$ cat config.mk
export PLATFORM = sky130hd
export DESIGN_NAME = ifetch
export DESIGN_NICKNAME = d
export VERILOG_FILES = /design/src/rtl/ifetch_pkg.sv /design/src/rtl/ifetch_fetch_fifo.sv /design/src/rtl/ifetch.sv
export SDC_FILE = /design/constraint.sdc
export NUM_CORES = 1
export LEC_CHECK = 0
export ABC_AREA = 1
export CAP_MARGIN = 20
export CORE_ASPECT_RATIO = 2
export CORE_MARGIN = 3
export CORE_UTILIZATION = 35
export CTS_BUF_LIST = sky130_fd_sc_hd__clkbuf_4
export CTS_CLUSTER_SIZE = 28
export DETAILED_ROUTE_END_ITERATION = 10
export PLACE_DENSITY_LB_ADDON = 0.25
export SLEW_MARGIN = 20
export SYNTH_ARGS = -nofsm -noshare
export SYNTH_HDL_FRONTEND = slang
export SYNTH_SLANG_ARGS = --single-unit
$ cat constraint.sdc
create_clock -name clk -period 5.3 [get_ports clk]
set_input_delay 0.53 -clock clk [delete_from_list [all_inputs] [get_ports clk]]
set_output_delay 0.53 -clock clk [all_outputs]
set_load 0.1 [all_outputs]
$ cat src/rtl/ifetch_pkg.sv
// Shared definitions for the instruction fetch unit: widths, bus encodings,
// FIFO depth and the fetch FSM state encoding.
package ifetch_pkg;

  localparam int XLEN_DEF     = 32;
  localparam int IFETCH_DEPTH = 2;

  // Bus transfer size code for a full-word access.
  localparam logic [2:0] BUS_FULL = 3'b010;

  typedef enum logic {
    IFETCH_RUN  = 1'b0,
    IFETCH_DROP = 1'b1
  } ifetch_state_t;

endpackage

$ cat src/rtl/ifetch_fetch_fifo.sv
// Two-entry FIFO of {pc, inst} pairs sitting between the instruction bus and
// decode. Flush wins over push and pop; a push into a full FIFO is accepted
// only when a pop frees a slot in the same cycle.
module fetch_fifo
  import ifetch_pkg::*;
#(
  parameter int W = 64
) (
  input  logic         clk,
  input  logic         rst,
  input  logic         push,
  input  logic         pop,
  input  logic         flush,
  input  logic [W-1:0] din,
  output logic [W-1:0] dout,
  output logic [1:0]   count
);

  logic [W-1:0] mem [IFETCH_DEPTH];
  logic         rd_ptr;
  logic         wr_ptr;
  logic         do_push;
  logic         do_pop;

  assign dout    = mem[rd_ptr];
  assign do_pop  = pop && (count != 2'd0);
  assign do_push = push && ((count != 2'(IFETCH_DEPTH)) || do_pop);

  // Storage, pointers and occupancy; reset also clears the data so the head reads 0.
  always_ff @(posedge clk) begin
    if (rst) begin
      count  <= 2'd0;
      rd_ptr <= 1'b0;
      wr_ptr <= 1'b0;
      for (int i = 0; i < IFETCH_DEPTH; i++) mem[i] <= '0;
    end else if (flush) begin
      count  <= 2'd0;
      rd_ptr <= 1'b0;
      wr_ptr <= 1'b0;
    end else begin
      if (do_push) begin
        mem[wr_ptr] <= din;
        wr_ptr      <= ~wr_ptr;
      end
      if (do_pop) rd_ptr <= ~rd_ptr;
      count <= count + 2'(do_push) - 2'(do_pop);
    end
  end

endmodule

$ cat src/rtl/ifetch.sv
// Instruction fetch: issues word reads on the instruction bus, buffers the
// returned words in a 2-entry FIFO and handles redirects. A redirect that
// lands while a read is outstanding moves to DROP, which keeps the old
// request on the bus until its ack arrives and throws that data away.
//
// state       | meaning
// IFETCH_RUN  | normal fetch, acks are pushed into the FIFO
// IFETCH_DROP | outstanding read belongs to a stale PC; its ack is discarded
module ifetch
  import ifetch_pkg::*;
#(
  parameter int              XLEN     = XLEN_DEF,
  parameter logic [XLEN-1:0] RESET_PC = '0
) (
  input  logic            clk,
  input  logic            rst,
  output logic            bus_req,
  output logic [XLEN-1:0] bus_addr,
  output logic [2:0]      bus_opt,
  input  logic            bus_ack,
  input  logic [XLEN-1:0] bus_rdata,
  output logic [XLEN-1:0] inst,
  output logic [XLEN-1:0] inst_pc,
  output logic            inst_valid,
  input  logic            inst_ready,
  input  logic            redirect_valid,
  input  logic [XLEN-1:0] redirect_pc
);

  ifetch_state_t     state;
  logic [XLEN-1:0]   fetch_pc;
  logic [XLEN-1:0]   drop_addr;
  logic [XLEN-1:0]   redirect_aligned;
  logic [1:0]        count;
  logic              push;
  logic              pop;
  logic [2*XLEN-1:0] fifo_dout;

  assign redirect_aligned = redirect_pc & ~XLEN'(3);

  // While a stale read is in flight, the bus keeps seeing its original address.
  assign bus_req  = !rst && ((state == IFETCH_DROP) || (count < 2'(IFETCH_DEPTH)));
  assign bus_addr = (state == IFETCH_DROP) ? drop_addr : fetch_pc;
  assign bus_opt  = BUS_FULL;

  assign inst_valid = !rst && (count != 2'd0);
  assign inst       = rst ? '0 : fifo_dout[XLEN-1:0];
  assign inst_pc    = rst ? '0 : fifo_dout[2*XLEN-1:XLEN];

  // A redirect voids both the push and the pop of its cycle.
  assign push = (state == IFETCH_RUN) && bus_req && bus_ack && !redirect_valid;
  assign pop  = inst_valid && inst_ready && !redirect_valid;

  fetch_fifo #(.W(2*XLEN)) u_fifo (
    .clk   (clk),
    .rst   (rst),
    .push  (push),
    .pop   (pop),
    .flush (redirect_valid),
    .din   ({fetch_pc, bus_rdata}),
    .dout  (fifo_dout),
    .count (count)
  );

  // Fetch FSM and fetch PC tracking.
  always_ff @(posedge clk) begin
    if (rst) begin
      state     <= IFETCH_RUN;
      fetch_pc  <= RESET_PC;
      drop_addr <= '0;
    end else begin
      case (state)
        IFETCH_RUN: begin
          if (redirect_valid) begin
            fetch_pc <= redirect_aligned;
            if (bus_req && !bus_ack) begin
              state     <= IFETCH_DROP;
              drop_addr <= fetch_pc;
            end
          end else if (push) begin
            fetch_pc <= fetch_pc + XLEN'(4);
          end
        end
        IFETCH_DROP: begin
          if (redirect_valid) fetch_pc <= redirect_aligned;
          if (bus_ack) state <= IFETCH_RUN;
        end
        default: state <= IFETCH_RUN;
      endcase
    end
  end

endmodule

==> results of run 1 <==
placed cells by master, fill, tap and decap left out, types with 2 or more instances in the layout:
cell type	n
sky130_fd_sc_hd__bufinv_16	3
sky130_fd_sc_hd__xor2_1	5
sky130_fd_sc_hd__ha_1	3
sky130_fd_sc_hd__o211ai_1	4
sky130_fd_sc_hd__edfxtp_1	124
sky130_fd_sc_hd__dfxtp_1	65
sky130_fd_sc_hd__clkinv_4	6
sky130_fd_sc_hd__o21ai_0	157
sky130_fd_sc_hd__or2_2	3
sky130_fd_sc_hd__nand3_1	25
sky130_fd_sc_hd__inv_1	82
sky130_fd_sc_hd__buf_4	35
sky130_fd_sc_hd__nand2_2	5
sky130_fd_sc_hd__a21oi_1	77
sky130_fd_sc_hd__nand4_1	5
sky130_fd_sc_hd__conb_1	7
sky130_fd_sc_hd__clkdlybuf4s50_1	135
sky130_fd_sc_hd__nor2_2	3
sky130_fd_sc_hd__inv_2	5
sky130_fd_sc_hd__nor2_1	300
sky130_fd_sc_hd__nand2_1	146
sky130_fd_sc_hd__clkinv_2	2
sky130_fd_sc_hd__clkbuf_4	19
power breakdown:
part	leakage, uW	internal, uW	switching [uW]
Sequential	0.00184	1650	40.0
Clock	0.000170	342	511
Combinational	0.00234	165	545
Total	0.00435	2160	1100
cell families after synthesis:
family          synth area share (%)
simple gates                   21.50
compound gates                 13.81
flops                          56.28
buf+inv                        7.328
xor+xnor                      0.5863
fa+ha+maj                     0.4188
other cells                  0.08378
worst reg2reg max path: stages (launching register included):
cell and delay [ns]:
sky130_fd_sc_hd__dfxtp_1 0.43, sky130_fd_sc_hd__inv_2 0.09, sky130_fd_sc_hd__a21oi_4 0.15, sky130_fd_sc_hd__nand3_2 0.14
sky130_fd_sc_hd__nor2_4 0.14, sky130_fd_sc_hd__nand2_2 0.08, sky130_fd_sc_hd__nand2_2 0.42, sky130_fd_sc_hd__buf_4 0.63
sequential cells by signal, summed over array words and instances (netlist names), named ones only:
signal	cells
drop_addr	30
fetch_pc	30
u_fifo.count	2
u_fifo.rd_ptr	1
u_fifo.mem	124
state	1
u_fifo.wr_ptr	1
layout make-up:
type                       instances  area [um^2]
fill                            2517        14130
inverter                          87        326.6
clock buffer                      19        142.6
multi-input combinational        749         3288
antenna                            1        2.502
sequential                       190         5046
timing repair buffer             170         1614
tap                              336        420.4
clock inverter                    13        167.7
how the worst max path moves through the flow:
stage                     startpoint                        endpoint  slack [ns]  cells past startpoint
after global routing             rst                         inst[8]        0.83                      5
after detailed placement         rst                     inst_pc[30]        1.01                      5
after floorplan                  rst  u_fifo.mem[0][0]$_SDFFCE_PN0P_        1.76                      6
final                            rst                     inst_pc[30]        1.05                      5
after CTS                        rst                         inst[3]        1.01                      5
after global placement           rst                     inst_pc[30]        1.01                      5
metrics by stage:
stage | hold WS (ns) | util (%) | setup WS [ns]
after detailed placement | 0.4935 | 42.55 | 1.007
final | 0.4954 | 43.79 | 1.045
after CTS | 0.4275 | 43.78 | 1.010
after floorplan | 0.4616 | - | 1.757
after global placement | 0.4717 | 42.55 | 1.009
after global routing | 0.4733 | 43.79 | 0.8326
layer usage:
metal / vias to the layer above / track usage [%] / wire, um
met5: - / 0 / 0
met4: 0 / 7.436 / 731
met3: 35 / 3.023 / 718
met2: 173 / 34.99 / 14220
met1: 3492 / 18.65 / 9337
li1: 3807 / - / -
==> flow_results.xml, run 1 <==
<?xml version="1.0" encoding="UTF-8"?>
<metrics>
  <group name="global_route">
    <metric name="global_route_wire_length_before_repair" unit="mm">38.40</metric>
    <metric name="grt_max_degree" unit="">64</metric>
    <metric name="number_of_global_route_vias_before_repair" unit="">7205</metric>
    <metric name="grt_antenna_before_repair" unit="">1</metric>
    <metric name="gr-total-overflow" unit="">0</metric>
    <metric name="grt_usage" unit="%">17.99</metric>
  </group>
  <group name="timing">
    <metric name="worst_slew_pin_slew" unit="ns">1.006</metric>
    <metric name="fmax" unit="GHz">0.2350</metric>
    <metric name="slew_headroom" unit="%">32.69</metric>
    <metric name="finalHoldViolations" unit="">0</metric>
    <metric name="period_share" unit="%">80.28</metric>
    <metric name="finalWorstPathRequiredPeriod" unit="ns">4.255</metric>
    <metric name="worst_clock_skew" unit="ns">0.02297</metric>
    <metric name="fin_tns_setup" unit="ns">0</metric>
    <metric name="final_max_slew_viol_count" unit="">0</metric>
    <metric name="rsz0062_at_grt" unit="">no</metric>
    <metric name="final-setup-viol-count" unit="">0</metric>
  </group>
  <group name="pwr">
    <metric name="vdd_drop_max" unit="mV">0.1308</metric>
    <metric name="power_density" unit="nW/um^2">295.5</metric>
    <metric name="post-layout-total-power" unit="uW">3253</metric>
    <metric name="power_leakage" unit="uW">0.004348</metric>
  </group>
  <group name="clocking">
    <metric name="clock_latency" unit="ns">0.61</metric>
    <metric name="post_cts.repair.setup_buffers" unit="">0</metric>
    <metric name="post_cts_resize_count" unit="">0</metric>
    <metric name="clk_transition_reported_paths" unit="ns">0.15</metric>
    <metric name="cts_sinks" unit="">190</metric>
    <metric name="ctsRootBufferMaster" unit="">sky130_fd_sc_hd__clkbuf_4</metric>
    <metric name="cts_buffers" unit="">17</metric>
    <metric name="clockBufferDepth" unit="">2</metric>
    <metric name="tritoncts" unit="">built</metric>
    <metric name="htreeDepth" unit="">4</metric>
    <metric name="post_cts_hold_buffer_count" unit="">0</metric>
  </group>
  <group name="critical_path">
    <metric name="worstSetupPathType" unit="">in2out</metric>
    <metric name="cp.arrival" unit="ns">3.72</metric>
    <metric name="crit_path_top_delay_cell" unit="">sky130_fd_sc_hd__clkdlybuf4s50_1</metric>
    <metric name="worst_ep_required_time" unit="ns">4.77</metric>
    <metric name="critPathMostFrequentCell" unit="">sky130_fd_sc_hd__clkdlybuf4s50_1</metric>
    <metric name="timing.rr.start" unit="">state$_SDFF_PP0_</metric>
    <metric name="critical_path.cell_chain" unit="">clkdlybuf4s50_1 -&gt; inv_2 -&gt; o21ai_0 -&gt; nor2_1 -&gt; clkdlybuf4s50_1</metric>
    <metric name="reg2reg_to" unit="">u_fifo.mem[1][57]$_SDFFCE_PN0P_</metric>
    <metric name="count_of_cells_along_the_worst_register_to_register_path" unit="">7</metric>
    <metric name="crit_path_end_kind" unit="">output port</metric>
    <metric name="crit_path_start_kind" unit="">input port</metric>
    <metric name="cp_slowest_stage_delay" unit="ns">1.17</metric>
    <metric name="setup.reg_to_reg.worst_slack" unit="ns">2.84</metric>
    <metric name="critical_path.top_delay_family" unit="">buffers and inverters</metric>
    <metric name="crit_path_max_fanout" unit="">55</metric>
    <metric name="timing.critical_path.buf_inv" unit="">3</metric>
  </group>
  <group name="synthesis">
    <metric name="synth_cell_types" unit="">31</metric>
    <metric name="postSynthCellCount" unit="">1091</metric>
    <metric name="synth_area" unit="um^2">8964</metric>
    <metric name="async_flop_share" unit="%">0</metric>
    <metric name="synth_area_leader_cell" unit="">sky130_fd_sc_hd__edfxtp_1</metric>
    <metric name="synth-seq-cells" unit="">190</metric>
    <metric name="synthesis.area_per_instance" unit="um^2">8.216</metric>
    <metric name="area_contributors_post_synth" unit="">sky130_fd_sc_hd__edfxtp_1, sky130_fd_sc_hd__dfxtp_1, sky130_fd_sc_hd__nor2_1, sky130_fd_sc_hd__o21ai_0, sky130_fd_sc_hd__nand2_1</metric>
    <metric name="synth_sequential_area_ratio" unit="%">56.28</metric>
    <metric name="synth.top_cells.by_count" unit="">sky130_fd_sc_hd__nor2_1, sky130_fd_sc_hd__o21ai_0, sky130_fd_sc_hd__nand2_1, sky130_fd_sc_hd__edfxtp_1, sky130_fd_sc_hd__inv_1</metric>
    <metric name="synth.yosys.warnings" unit="">0</metric>
    <metric name="number_of_enable_type_register_cells_in_the_synthesized_netlist" unit="">124</metric>
    <metric name="yosys.cell_count.top_type" unit="">sky130_fd_sc_hd__nor2_1</metric>
    <metric name="post-synth-top-area-fraction" unit="%">41.54</metric>
    <metric name="top_flip_flop_cell_by_instance_count_after_synthesis" unit="">sky130_fd_sc_hd__edfxtp_1</metric>
  </group>
  <group name="min_path">
    <metric name="hold_path_startpoint" unit="">redirect_pc[3]</metric>
    <metric name="hold-path-cell-count" unit="">3</metric>
    <metric name="min_path_type" unit="">in2reg</metric>
    <metric name="min_delay_worst_endpoint" unit="">fetch_pc[3]$_SDFFE_PP0P_</metric>
  </group>
  <group name="floorplan">
    <metric name="die-area" unit="um^2">27680</metric>
    <metric name="initial_utilization" unit="%">35.66</metric>
    <metric name="std_cell_rows" unit="">82</metric>
    <metric name="die_width" unit="um">119.2</metric>
    <metric name="die_height" unit="um">232.3</metric>
    <metric name="design.portCount" unit="">170</metric>
    <metric name="core_region_area" unit="um^2">25140</metric>
  </group>
  <group name="detailed_routing">
    <metric name="avgRoutedWirePerCell" unit="um">15.98</metric>
    <metric name="detail_route.iter0.violations" unit="">478</metric>
    <metric name="drc_errors" unit="">0</metric>
    <metric name="dr.pass1.iters" unit="">6</metric>
    <metric name="vias_per_cell" unit="">4.797</metric>
    <metric name="totalWireLength" unit="mm">25.00</metric>
    <metric name="detailroute.via_count" unit="">7507</metric>
    <metric name="final_antenna_net_count" unit="">0</metric>
  </group>
  <group name="final_layout">
    <metric name="num-nets-final" unit="">1287</metric>
    <metric name="drive_above_1_share" unit="%">7.003</metric>
    <metric name="relative_area_change_from_synthesis_to_final_layout" unit="%">22.81</metric>
    <metric name="finish.cell_count_without_fillers" unit="">1565</metric>
    <metric name="finalInstanceArea" unit="um^2">11010</metric>
  </group>
  <group name="placed_design">
    <metric name="routabilityCongestion" unit="">0.8758</metric>
    <metric name="place_inst" unit="">1532</metric>
    <metric name="dp_hpwl" unit="mm">17.18</metric>
    <metric name="dpl-instance-area" unit="um^2">10700</metric>
    <metric name="port_buffers" unit="">160</metric>
  </group>
  <group name="job">
    <metric name="drv_cap" unit="">0</metric>
  </group>
  <group name="status">
    <metric name="status" unit="">finished, final reports clean</metric>
  </group>
</metrics>
No activity file was read; power rests on OpenSTA's default activity.
==> run 2: changes to the inputs <==
Clock period 5.3 ns to 4.35 ns, I/O delays scaled along.
==> run 2 against run 1 <==
Net effect:
- total power up 22%
- clock skew fell by 0.0046 ns
- combinational power rose by 22%
- critical endpoint is now bus_addr[22]
- largest power group unchanged
==> flow_results.xml, run 2 (synthesis gave the netlist of run 1 again) <==
<?xml version="1.0" encoding="UTF-8"?>
<metrics>
  <group name="final_layout">
    <metric name="relative_area_change_from_synthesis_to_final_layout" unit="%">22.47</metric>
    <metric name="mostFrequentLayoutCells" unit="">sky130_fd_sc_hd__nor2_1, sky130_fd_sc_hd__o21ai_0, sky130_fd_sc_hd__nand2_1</metric>
    <metric name="finish.cell_count_without_fillers" unit="">1571</metric>
    <metric name="regMostFlops" unit="">u_fifo.mem</metric>
    <metric name="num-nets-final" unit="">1293</metric>
    <metric name="drive_above_1_share" unit="%">10.70</metric>
    <metric name="number_of_flip_flops_in_the_largest_register" unit="">124</metric>
    <metric name="top_regs" unit="">u_fifo.mem x124, drop_addr x30, fetch_pc x30</metric>
    <metric name="most_frequent_standard_cell_in_the_layout_excluding_fill_and_tap_cells" unit="">sky130_fd_sc_hd__nor2_1</metric>
  </group>
  <group name="critical_path">
    <metric name="crit_path_start_kind" unit="">flip-flop</metric>
    <metric name="crit_path_max_fanout" unit="">63</metric>
    <metric name="worst_ep_required_time" unit="ns">3.91</metric>
    <metric name="worstSetupPathType" unit="">reg2out</metric>
    <metric name="cp.arrival" unit="ns">2.96</metric>
    <metric name="crit_path_end_kind" unit="">output port</metric>
  </group>
  <group name="timing">
    <metric name="fin_tns_setup" unit="ns">0</metric>
    <metric name="final.hold.worst_slack" unit="ns">0.3922</metric>
    <metric name="final_max_slew_viol_count" unit="">0</metric>
    <metric name="rsz0062_at_grt" unit="">no</metric>
    <metric name="final-setup-viol-count" unit="">0</metric>
    <metric name="finalHoldViolations" unit="">0</metric>
    <metric name="period_share" unit="%">78.03</metric>
    <metric name="fmax" unit="GHz">0.2946</metric>
    <metric name="finalWorstPathRequiredPeriod" unit="ns">3.394</metric>
    <metric name="slew_headroom" unit="%">33.02</metric>
    <metric name="worst_clock_skew" unit="ns">0.01840</metric>
    <metric name="worst_slew_pin_slew" unit="ns">1.004</metric>
  </group>
  <group name="min_path">
    <metric name="min_path_type" unit="">in2reg</metric>
  </group>
  <group name="clocking">
    <metric name="clockBufferDepth" unit="">2</metric>
    <metric name="ctsRootBufferMaster" unit="">sky130_fd_sc_hd__clkbuf_4</metric>
    <metric name="htreeDepth" unit="">4</metric>
    <metric name="post_cts.repair.setup_buffers" unit="">0</metric>
    <metric name="post_cts_resize_count" unit="">0</metric>
    <metric name="cts_buffers" unit="">17</metric>
    <metric name="cts_sinks" unit="">190</metric>
    <metric name="clk_transition_reported_paths" unit="ns">0.14</metric>
    <metric name="post_cts_hold_buffer_count" unit="">0</metric>
    <metric name="clock_latency" unit="ns">0.63</metric>
    <metric name="tritoncts" unit="">built</metric>
  </group>
  <group name="pwr">
    <metric name="swShare" unit="%">33.69</metric>
    <metric name="internal_power" unit="uW">2628</metric>
    <metric name="pwr-share-seq" unit="%">51.9</metric>
    <metric name="power_leakage" unit="uW">0.004449</metric>
    <metric name="combPwrFrac" unit="%">21.9</metric>
    <metric name="vdd_drop_max" unit="mV">0.1588</metric>
    <metric name="power.share.clock" unit="%">26.2</metric>
    <metric name="switchingPower" unit="uW">1335</metric>
    <metric name="power_density" unit="nW/um^2">361.0</metric>
  </group>
  <group name="global_route">
    <metric name="global_route_wire_length_before_repair" unit="mm">37.99</metric>
    <metric name="grt_antenna_before_repair" unit="">1</metric>
    <metric name="number_of_global_route_vias_before_repair" unit="">7118</metric>
    <metric name="grt_usage" unit="%">17.83</metric>
    <metric name="grt_max_degree" unit="">64</metric>
    <metric name="gr-total-overflow" unit="">0</metric>
  </group>
  <group name="floorplan">
    <metric name="design.portCount" unit="">170</metric>
    <metric name="die_height" unit="um">232.3</metric>
    <metric name="std_cell_rows" unit="">82</metric>
    <metric name="initial_utilization" unit="%">35.66</metric>
    <metric name="core_region_area" unit="um^2">25140</metric>
    <metric name="die_width" unit="um">119.2</metric>
    <metric name="die-area" unit="um^2">27680</metric>
  </group>
  <group name="detailed_routing">
    <metric name="drc_errors" unit="">0</metric>
    <metric name="totalWireLength" unit="mm">24.65</metric>
    <metric name="dr.pass1.iters" unit="">5</metric>
    <metric name="avgRoutedWirePerCell" unit="um">15.69</metric>
    <metric name="detailroute.via_count" unit="">7509</metric>
    <metric name="final_antenna_net_count" unit="">0</metric>
    <metric name="detail_route.iter0.violations" unit="">430</metric>
    <metric name="vias_per_cell" unit="">4.780</metric>
  </group>
  <group name="placed_design">
    <metric name="dp_hpwl" unit="mm">17.04</metric>
    <metric name="routabilityCongestion" unit="">0.8834</metric>
    <metric name="port_buffers" unit="">160</metric>
    <metric name="place_inst" unit="">1538</metric>
  </group>
  <group name="status">
    <metric name="status" unit="">finished, final reports clean</metric>
  </group>
  <group name="job">
    <metric name="drv_cap" unit="">0</metric>
  </group>
</metrics>
==> run 2: power by group through the flow <==
stage,registers [uW],clock network [uW],logic (uW)
floorplan,2090,0,634
global placement,2090,0,870
detailed placement,2100,0,872
CTS,2060,1080,874
global route,2070,1140,919
finish,2060,1040,866
==> run 2: worst max-delay path, cell delays in order (launching register included) <==
cell and delay [ns]:
sky130_fd_sc_hd__dfxtp_1 0.33, sky130_fd_sc_hd__buf_4 0.47, sky130_fd_sc_hd__nand2_1 0.10, sky130_fd_sc_hd__o21ai_0 0.19, sky130_fd_sc_hd__clkdlybuf4s50_1 1.22
==> run 2: area by class of cell <==
type	instances	area (um^2)
Tap cell	336	420.4
Sequential cell	190	5046
Timing Repair Buffer	176	1587
Clock inverter	13	165.2
Clock buffer	19	142.6
Fill cell	2507	14160
Multi-Input combinational cell	749	3288
Antenna cell	1	2.502
Inverter	87	326.6
==> run 2: metal layers <==
metal / GRT usage [%] / up-vias / share of wire [%] / wire length [um]
met3: 3.096 / 34 / 3.4 / 826
met1: 18.91 / 3477 / 37 / 9114
met4: 6.964 / 0 / 2.7 / 662
met5: 0 / - / 0 / 0
met2: 34.34 / 186 / 57 / 14040
li1: - / 3812 / - / -
==> run 2: path summary, 6_finish.rpt <==
| kind | start | to | slack, ns | depth (start not counted) |
|---|---|---|---|---|
| min reg2reg | u_fifo.rd_ptr$_SDFFE_PP0P_ | flip-flop | 0.50 | 2 |
| max | state$_SDFF_PP0_ | bus_addr[22] | 0.96 | 4 |
| max reg2reg | state$_SDFF_PP0_ | fetch_pc[18]$_SDFFE_PP0P_ | 1.84 | 9 |
| min | redirect_pc[3] | fetch_pc[3]$_SDFFE_PP0P_ | 0.39 | 3 |
==> run 2: stage by stage <==
stage                     instance area, um^2  util (%)  power [uW]  worst slack, ns
final                                   10980     43.67        3963           0.9558
after global routing                    10980     43.67        4125           0.7178
after CTS                               10980     43.66        4008           0.8498
after detailed placement                10670     42.44        2970            1.494
after global placement                  10670     42.44        2965            1.455
after floorplan                          8982         -        2722           0.8288
